[src/rtl/pwm_capture_if.sv]
// Signal bundle between pwm_capture and its consumer: the raw PWM input plus
// the measurement results and status flags.
interface pwm_capture_if #(
  parameter int CNT_W = 16
);
  logic             pwm_in;
  logic [CNT_W-1:0] high_cnt;
  logic [CNT_W-1:0] period_cnt;
  logic             meas_valid;
  logic             stuck_high;
  logic             stuck_low;
  logic [6:0]       duty_pct;
  logic             pct_valid;

  modport master (
    input  pwm_in,
    output high_cnt, period_cnt, meas_valid, stuck_high, stuck_low,
    output duty_pct, pct_valid
  );

  modport slave (
    output pwm_in,
    input  high_cnt, period_cnt, meas_valid, stuck_high, stuck_low,
    input  duty_pct, pct_valid
  );
endinterface

[src/rtl/pwm_capture.sv]
// PWM receiver: measures high time and period of pwm_in in clk_50M cycles and
// flags stuck inputs. Define PWM_CAP_DUTY_PCT_EN to add the duty-cycle divider.
module pwm_capture #(
  parameter int CNT_W = 16
) (
  input  logic           clk_50M,
  input  logic           reset,
  pwm_capture_if.master  cap
);
  localparam logic [CNT_W-1:0] MAX_CNT = '1;

  typedef enum logic [1:0] {IDLE, ARMED, HIGH, LOW} state_t;

  state_t           state, state_nxt;
  logic             s1, s2, d;
  logic [1:0]       sync_fill;
  logic [CNT_W-1:0] cnt, cnt_nxt, high_lat;
  logic             rise, fall, timeout;
  logic             latch_high, publish, set_sh, set_sl;

  function automatic logic [CNT_W-1:0] sat_inc(input logic [CNT_W-1:0] v);
    return (v == MAX_CNT) ? v : v + CNT_W'(1);
  endfunction

  assign rise    = s2 & ~d;
  assign fall    = ~s2 & d;
  assign timeout = (cnt == MAX_CNT);

  // Stage: input synchroniser and edge-detect delay.
  // sync_fill keeps IDLE from trusting s2 until the synchroniser holds real input,
  // so an input already high at reset release cannot look like a rise.
  always_ff @(posedge clk_50M) begin
    if (reset) begin
      s1        <= 1'b0;
      s2        <= 1'b0;
      d         <= 1'b0;
      sync_fill <= '0;
    end else begin
      s1        <= cap.pwm_in;
      s2        <= s1;
      d         <= s2;
      sync_fill <= {sync_fill[0], 1'b1};
    end
  end

  always_ff @(posedge clk_50M) begin
    if (reset) state <= IDLE;
    else       state <= state_nxt;
  end

  always_comb begin
    state_nxt  = state;
    cnt_nxt    = sat_inc(cnt);
    latch_high = 1'b0;
    publish    = 1'b0;
    set_sh     = 1'b0;
    set_sl     = 1'b0;
    case (state)
      IDLE: begin
        if (sync_fill[1] && !s2) state_nxt = ARMED;
        if (timeout) begin
          cnt_nxt = '0;
          set_sh  = s2;
          set_sl  = ~s2;
        end
      end
      ARMED: begin
        if (rise) begin
          state_nxt = HIGH;
          cnt_nxt   = CNT_W'(1);
        end else if (timeout) begin
          cnt_nxt = '0;
          set_sh  = s2;
          set_sl  = ~s2;
        end
      end
      HIGH: begin
        if (fall) begin
          latch_high = 1'b1;
          state_nxt  = LOW;
        end else if (timeout) begin
          set_sh    = 1'b1;
          state_nxt = IDLE;
          cnt_nxt   = '0;
        end
      end
      LOW: begin
        if (rise) begin
          publish   = 1'b1;
          state_nxt = HIGH;
          cnt_nxt   = CNT_W'(1);
        end else if (timeout) begin
          set_sl    = 1'b1;
          state_nxt = IDLE;
          cnt_nxt   = '0;
        end
      end
      default: state_nxt = IDLE;
    endcase
  end

  always_ff @(posedge clk_50M) begin
    if (latch_high) high_lat <= cnt;
  end

  // Stage: counter and published results.
  always_ff @(posedge clk_50M) begin
    if (reset) begin
      cnt            <= '0;
      cap.high_cnt   <= '0;
      cap.period_cnt <= '0;
      cap.meas_valid <= 1'b0;
      cap.stuck_high <= 1'b0;
      cap.stuck_low  <= 1'b0;
    end else begin
      cnt            <= cnt_nxt;
      cap.meas_valid <= publish;
      if (publish) begin
        cap.period_cnt <= cnt;
        cap.high_cnt   <= high_lat;
        cap.stuck_high <= 1'b0;
        cap.stuck_low  <= 1'b0;
      end else begin
        if (set_sh) cap.stuck_high <= 1'b1;
        if (set_sl) cap.stuck_low  <= 1'b1;
      end
    end
  end

`ifdef PWM_CAP_DUTY_PCT_EN
  localparam int NUM_W = CNT_W + 7;

  logic             busy;
  logic [2:0]       iter;
  logic [NUM_W-1:0] rem, den_sh, num_ld, den_ld;
  logic [6:0]       quo;
  logic             q_bit;

  assign num_ld = NUM_W'(cap.high_cnt) * NUM_W'(100);
  assign den_ld = NUM_W'(cap.period_cnt) << 6;
  assign q_bit  = (rem >= den_sh);

  // Stage: restoring divider control; a fresh meas_valid restarts it.
  always_ff @(posedge clk_50M) begin
    if (reset) begin
      busy          <= 1'b0;
      iter          <= '0;
      cap.pct_valid <= 1'b0;
      cap.duty_pct  <= '0;
    end else begin
      cap.pct_valid <= 1'b0;
      if (cap.meas_valid) begin
        busy <= 1'b1;
        iter <= '0;
      end else if (busy) begin
        iter <= iter + 3'd1;
        if (iter == 3'd6) begin
          busy          <= 1'b0;
          cap.pct_valid <= 1'b1;
          cap.duty_pct  <= {quo[5:0], q_bit};
        end
      end
    end
  end

  // Quotient never exceeds 100 because high time cannot exceed the period.
  always_ff @(posedge clk_50M) begin
    if (cap.meas_valid) begin
      rem    <= num_ld;
      den_sh <= den_ld;
      quo    <= '0;
    end else if (busy) begin
      if (q_bit) rem <= rem - den_sh;
      den_sh <= den_sh >> 1;
      quo    <= {quo[5:0], q_bit};
    end
  end
`else
  assign cap.duty_pct  = '0;
  assign cap.pct_valid = 1'b0;
`endif

endmodule
[src/flat_wrapper.sv]
// flat-port wrapper written by rule: the top's interface ports become plain ports
module pwm_capture_flat 
#(
  parameter int CNT_W = 16
)
  (clk_50M, reset, cap_pwm_in, cap_high_cnt, cap_period_cnt, cap_meas_valid, cap_stuck_high, cap_stuck_low, cap_duty_pct, cap_pct_valid);
  pwm_capture_if #(.CNT_W(CNT_W)) cap_i ();
  input  logic clk_50M;
  input  logic reset;
  input wire logic [$bits(cap_i.pwm_in)-1:0] cap_pwm_in;
  output wire logic [$bits(cap_i.high_cnt)-1:0] cap_high_cnt;
  output wire logic [$bits(cap_i.period_cnt)-1:0] cap_period_cnt;
  output wire logic [$bits(cap_i.meas_valid)-1:0] cap_meas_valid;
  output wire logic [$bits(cap_i.stuck_high)-1:0] cap_stuck_high;
  output wire logic [$bits(cap_i.stuck_low)-1:0] cap_stuck_low;
  output wire logic [$bits(cap_i.duty_pct)-1:0] cap_duty_pct;
  output wire logic [$bits(cap_i.pct_valid)-1:0] cap_pct_valid;
  assign cap_i.pwm_in = cap_pwm_in;
  assign cap_high_cnt = cap_i.high_cnt;
  assign cap_period_cnt = cap_i.period_cnt;
  assign cap_meas_valid = cap_i.meas_valid;
  assign cap_stuck_high = cap_i.stuck_high;
  assign cap_stuck_low = cap_i.stuck_low;
  assign cap_duty_pct = cap_i.duty_pct;
  assign cap_pct_valid = cap_i.pct_valid;
  pwm_capture #(.CNT_W(CNT_W)) u_core (.clk_50M(clk_50M), .reset(reset), .cap(cap_i));
endmodule
[config.mk]
export PLATFORM = sky130hd
export DESIGN_NAME = pwm_capture_flat
export DESIGN_NICKNAME = d
export VERILOG_FILES = /design/src/rtl/pwm_capture_if.sv /design/src/rtl/pwm_capture.sv /design/src/flat_wrapper.sv
export SDC_FILE = /design/constraint.sdc
export NUM_CORES = 1
export LEC_CHECK = 0
export ABC_AREA = 1
export CORE_MARGIN = 4
export CORE_UTILIZATION = 40
export DETAILED_ROUTE_END_ITERATION = 10
export GPL_ROUTABILITY_DRIVEN = 0
export SLEW_MARGIN = 40
export SYNTH_ARGS = -nofsm -noshare
export SYNTH_HDL_FRONTEND = slang
export SYNTH_SLANG_ARGS = --single-unit
[constraint.sdc]
create_clock -name clk_50M -period 4.18 [get_ports clk_50M]
set_input_delay 0.836 -clock clk_50M [delete_from_list [all_inputs] [get_ports clk_50M]]
set_output_delay 0.836 -clock clk_50M [all_outputs]
set_load 0.02 [all_outputs]
==> run metrics <==
outcome=finished clean; die height=93.9 µm; area of the mapped netlist=2950 µm²; area growth from synthesis to layout=20.0%; overall routed net length=5930 µm; detail-routed net length per standard cell=12.1 µm; Max transition margin=0.558; ratio of cells with drive above 1 in the final layout=0.0870; cell taking the most area after synthesis=dfxtp_1; vias after detailed routing=2278; r2r worst-path depth=8; number of hold-repair buffers added at the cts stage=0; sequential cell area in the final layout=1640 µm²; Fin Clk Skew=0.0114 ns; Starting Density=0.409; DRC violation count after routing=0; worst setup timing slack at the placement stage=1.58 ns; vias per std cell=4.65; instance count of the mapped netlist=349; setup slack after layout=1.97 ns; TritonCTS clock tree=done; Slew Limit Fails=0; first-pass GRT wire length=10100 µm; largest fanout on the critical path=36; via count of the first global-routing pass=2136; CP startpoint kind=primary input; proportion of synthesized chip area in sequential cells=0.556; total CTS buffers=9; max frequency=0.452 GHz; Final Power=1390 µW; HPWL reported at the end of detailed placement=4080 µm; antenna fix cells=0; share of the core filled with cells in the final layout=0.491; clock-pin slew of the registers on the worst-case setup and hold paths=0.08 ns; cell types occupying the most area after synthesis=dfxtp_1 (39%), edfxtp_1 (16%), nand2_1 (11%), nand3_1 (7.3%), nor2_1 (4.4%); Period minus WS final=2.21 ns; cell depth of the worst min-delay path=2; period utilization=0.529; count of flip-flops with a built-in enable after synthesis=16; setup-violating endpoint count in the final report=0; quantity of I/O buffers inserted on ports=37; proportion of register bits with asynchronous set or reset after synthesis=0; Resize count post-CTS=0; slew at the pin closest to its max-slew limit=0.662 ns; Total Die Area=8820 µm²; number of primary I/O pins=46; maximum number of pins on one net before global-route repair=37; most frequent cell after synthesis=nand2_1; final net count=391; gr usage total=0.148; cell row count=31; static leakage=0.00146 µW; power per standard cell area=393 nW/µm²; Pre-antenna DRT Iters=6; Hold Crit Class=flop to flop; post-synthesis average cell area=8.46 µm²; most common library cells after synthesis=nand2_1 (85), dfxtp_1 (58), nand3_1 (43); number of fill cells in the layout=746; number of clock sinks seen by CTS=74; area taken by multi-input logic gates=1080 µm²; number of antenna violations at the first check in global routing=0; Std-Cell Core Area=7210 µm²; leading register cell type out of synthesis=dfxtp_1; maximum level of the CTS H-tree=3; Total Negative Setup Slacks=0 ns; worst-case clock buffer depth=2; signal arrival time at the worst endpoint=2.45 ns; max-cap violations=0; total global routing overflow=0; RSZ-0062 raised after global routing=no; WS Path Type=primary input to flop; area share of the largest cell type after synthesis=0.393; setup repair bufs after CTS=0; Worst EP required=4.42 ns; unique cell type count in the Yosys netlist=29; DR iter-0 viols=140; flip-flop and latch count after synthesis=74; post-route ant nets=0; nature of the critical path endpoint=flop; number of hold violations in the final report=0; clock insertion delay at the later pin of the skew report=0.34 ns; count of warnings emitted by yosys=0; DIE WIDTH=93.9 µm; worst hold-check slack=0.413 ns; Clk Tree Root Cell=clkbuf_8; VDD IR-drop max=0.157 mV
==> worst max-delay path, cell delays in order <==
cell             delay, ns
clkdlybuf4s50_1       0.74
clkinv_1              0.12
buf_4                 0.26
nand2_1               0.11
inv_1                 0.06
nand2_4               0.17
inv_1                 0.06
nand2_1               0.05
nor2_1                0.03
==> routing by layer <==
metal	part of all wire	track usage	vias to the layer above	wire length (µm)
met5	0	0	-	0
met4	0.021	0.0734	0	125
met3	0.046	0.0385	10	273
met2	0.45	0.227	51	2680
met1	0.48	0.192	1034	2850
li1	-	-	1183	-
==> flip-flops by register name, summed over array words and instances, names as in the netlist <==
| signal | count |
|---|---|
| u_core.cap.meas_valid | 1 |
| u_core.cap.stuck_low | 1 |
| u_core.cap.period_cnt | 16 |
| u_core.s2 | 1 |
| u_core.sync_fill | 2 |
| u_core.high_lat | 16 |
| u_core.state | 2 |
| u_core.d | 1 |
| u_core.cap.stuck_high | 1 |
| u_core.s1 | 1 |
| u_core.cap.high_cnt | 16 |
| u_core.cnt | 16 |
==> stage by stage <==
step / area, µm² / instances
floorplan: 2980 / 356
global placement: 3350 / 474
detailed placement: 3350 / 474
CTS: 3540 / 490
global route: 3540 / 490
finish: 3540 / 490
==> layout by cell type, fill, tap and decap left out <==
cell	count
clkinv_1	1
nand2_2	2
clkbuf_1	1
o21ai_1	11
inv_2	6
clkinvlp_4	1
clkbuf_8	9
nor3_1	4
a21oi_1	10
nand4_1	5
bufinv_16	1
nor2_2	4
nor2_4	2
clkinv_4	1
nor2_1	35
dfxtp_1	58
ha_1	2
buf_4	1
conb_1	8
nand2_1	85
xor2_1	5
o21ai_0	7
nand4_2	1
inv_1	28
nand3_2	1
nand3b_1	1
nand3_1	43
nor2_8	1
edfxtp_1	16
nand2_4	1
inv_6	1
clkdlybuf4s50_1	37
clkinv_2	2
==> cell type report <==
cell class	instances	area share
clock buffers	10	0.0360
clock inverters	6	0.0184
inverters	35	0.0371
multi-input cells	228	0.304
flip-flops and latches	74	0.463
well taps	99	0.0349
repair buffers	38	0.107
==> report_power, final <==
part	switching (µW)	leakage, µW	total, µW	internal (µW)
clock	267	0.0000966	544	277
sequential	19.6	0.000641	763	743
combinational	57.6	0.000720	86.1	28.5
==> cell families (layout without fill, tap and decap cells) <==
group                      Yosys count  after routing  synth area share
adders and majority gates            2              2           0.00847
other                                1              8           0.00127
buffers and inverters               54             89            0.0885
DFF                                 74             74             0.556
AOI/OAI and AO/OA                   28             28            0.0474
and+or+nand+nor                    185            185             0.284
xor gates and xnor gates             5              5            0.0148
==> path summary, 6_finish.rpt <==
path,to,startpoint,slack (ns)
min reg2reg,u_core.s2,u_core.s1,0.41
min,u_core.s2,u_core.s1,0.41
max,u_core.cnt[11],reset,1.97
max reg2reg,u_core.cnt[0],u_core.cnt[1],2.06
(Power assumes the default switching activity.)
==> variant: new RTL, same settings <==
`CNT_W` is set to 16 in 3 places; all go to 24.
--- a/src/rtl/pwm_capture_if.sv
+++ b/src/rtl/pwm_capture_if.sv
@@ -3,3 +3,3 @@
 interface pwm_capture_if #(
-  parameter int CNT_W = 16
+  parameter int CNT_W = 24
 );
--- a/src/rtl/pwm_capture.sv
+++ b/src/rtl/pwm_capture.sv
@@ -3,3 +3,3 @@
 module pwm_capture #(
-  parameter int CNT_W = 16
+  parameter int CNT_W = 24
 ) (
--- a/src/flat_wrapper.sv
+++ b/src/flat_wrapper.sv
@@ -3,3 +3,3 @@
 #(
-  parameter int CNT_W = 16
+  parameter int CNT_W = 24
 )
Interface: changed (resized cap_high_cnt and cap_period_cnt); port bits go from 46 to 62. No check against the original RTL was run, so the function may have changed too.
==> variant against the original RTL <==
  * Die area up 33%
  * Wire length up 44%
  * Cell area up 37%
  * Sequential cell count up 32
  * Area after synthesis up 36%
  * Global-route usage up 0.70 points
  * Power up 26%
  * Utilization up 0.44 points
  * Via count up 32%
  * Worst setup slack worse by 0.32 ns
  * Count of clock-buffer cells in the layout unchanged
  * Largest cell class unchanged
==> variant: results (changes against the original RTL) <==
vias in the first global route = 2920 (+37%)
Fmax = 0.395 GHz (-13%)
1st-iter DRT viols = 191 (+36%)
IO buf count = 53 (+43%)
slowest cell delay on critical path = 0.72 ns (-0.02 ns)
R2R depth = 10 (+2)
post-synthesis sequential area ratio = 0.587 (+0.0310)
Clock H-tree levels = 3 (unchanged)
post-synth cell types = 33 (+14%)
Async S/R FF share, synth = 0 (unchanged)
Area after DPL = 0.00466 mm² (+39%)
crit path to = u_core.cap.period_cnt[13]
Detailed Place HPWL = 6120 µm (+50%)
P_leak = 1.83 nW (+25%)
Worst-path clk slew = 0.10 ns (+0.02 ns)
CP Max Fanout = 33 (-8.3%)
pin count of the biggest net entering global routing = 34 (-8.1%)
Main synth FF type = dfxtp_1
Max Root-Sink Buffers = 2 (unchanged)
min-delay src = u_core.s1
number of flops mapped to enable cells by yosys = 24 (+8)
hold depth = 2 (unchanged)
Setup Buffers After CTS = 0 (unchanged)
antenna violations before repair = 0 (unchanged)
share of layout cells above drive strength 1 = 0.0815 (-0.00549)
Final Net Count = 491 (+26%)
status = finished clean
Detailed Routing Iterations Pass 1 = 5 (-1)
flop-to-flop setup slack = 1.88 ns (-0.18 ns)
worst path arrival time = 2.80 ns (+0.35 ns)
leading post-synthesis cells by cell area = dfxtp_1 (41%), edfxtp_1 (18%), nand2_1 (7.4%)
YS warnings = 0 (unchanged)
Total GRT Usage = 0.155 (+0.00698)
worst-skew pair later-pin latency = 0.36 ns (+0.02 ns)
DR WL/cell = 13.6 µm (+13%)
Critical R2R Launch = u_core.cnt[1]
post-cts resize count = 0 (unchanged)
first-pass GRT wire length = 14200 µm (+41%)
Clock Skews = 0.00913 ns (-0.00226 ns)
TritonCTS buffer count = 9 (unchanged)
hold path endpoint = u_core.s2
Via density = 4.81 (+3.4%)
worst setup path start = reset
HP Class = reg -> reg
Antenna Cells = 0 (unchanged)
worst IR drop on VDD = 0.209 mV (+33%)
worst slack at placement = 1.26 ns (-0.324 ns)
Synth top cells by count = dfxtp_1 (82), nand2_1 (79), inv_1 (49)
Least-Margin Pin Slew = 0.638 ns (-0.0238 ns)
most common cell after layout, fill and taps aside = dfxtp_1
==> variant: worst max-delay path: cells and delay by family <==
kind                   cells  cell delay, ns
buffers and inverters      4            1.29
AND/OR/NAND/NOR            1            0.43
AO/OA/AOI/OAI              1            0.22
==> variant: per-layer routing <==
layer,global-route usage,wire [µm],vias to the layer above,part of all wire
li1,-,-,1532,-
met1,0.209,3950,1365,0.46
met2,0.238,3860,88,0.45
met3,0.0376,532,16,0.063
met4,0.0640,169,0,0.020
met5,0,0,-,0
==> variant: cells by family (layout without fill, tap and decap cells) <==
| kind of cell | after synthesis | after routing | synth area share |
|---|---|---|---|
| AOI/OAI and AO/OA | 80 | 80 | 0.134 |
| xor gates and xnor gates | 1 | 1 | 0.00218 |
| adders and majority gates | 2 | 2 | 0.00621 |
| buffers and inverters | 74 | 125 | 0.0817 |
| DFF | 106 | 106 | 0.587 |
| other | 1 | 8 | 0.000931 |
| and+or+nand+nor | 169 | 169 | 0.188 |
==> variant: through the flow <==
stage / util / power [mW] / hold slack [ns] / std cells
4_1_cts: 0.496 / 1.77 / 0.415 / 624
2_1_floorplan: - / 1.16 / 0.388 / 440
3_3_place_gp: 0.475 / 1.18 / 0.406 / 607
5_1_grt: 0.496 / 1.84 / 0.438 / 624
3_5_place_dp: 0.476 / 1.18 / 0.399 / 608
6_report: 0.496 / 1.75 / 0.410 / 624
==> variant: layout make-up <==
cell class              count  area, µm²
clock inverters             6       62.6
clock buffers              10        128
flip-flops and latches    106       2360
well taps                 133        166
multi-input cells         260       1370
repair buffers             55        553
inverters                  54        205
fillers                   930       4930
==> variant: power breakdown <==
group | switching (mW) | total, mW | internal, mW
logic | 0.0605 | 0.0884 | 0.0279
registers | 0.0151 | 1.07 | 1.05
clock network | 0.360 | 0.592 | 0.232
total | 0.436 | 1.75 | 1.31
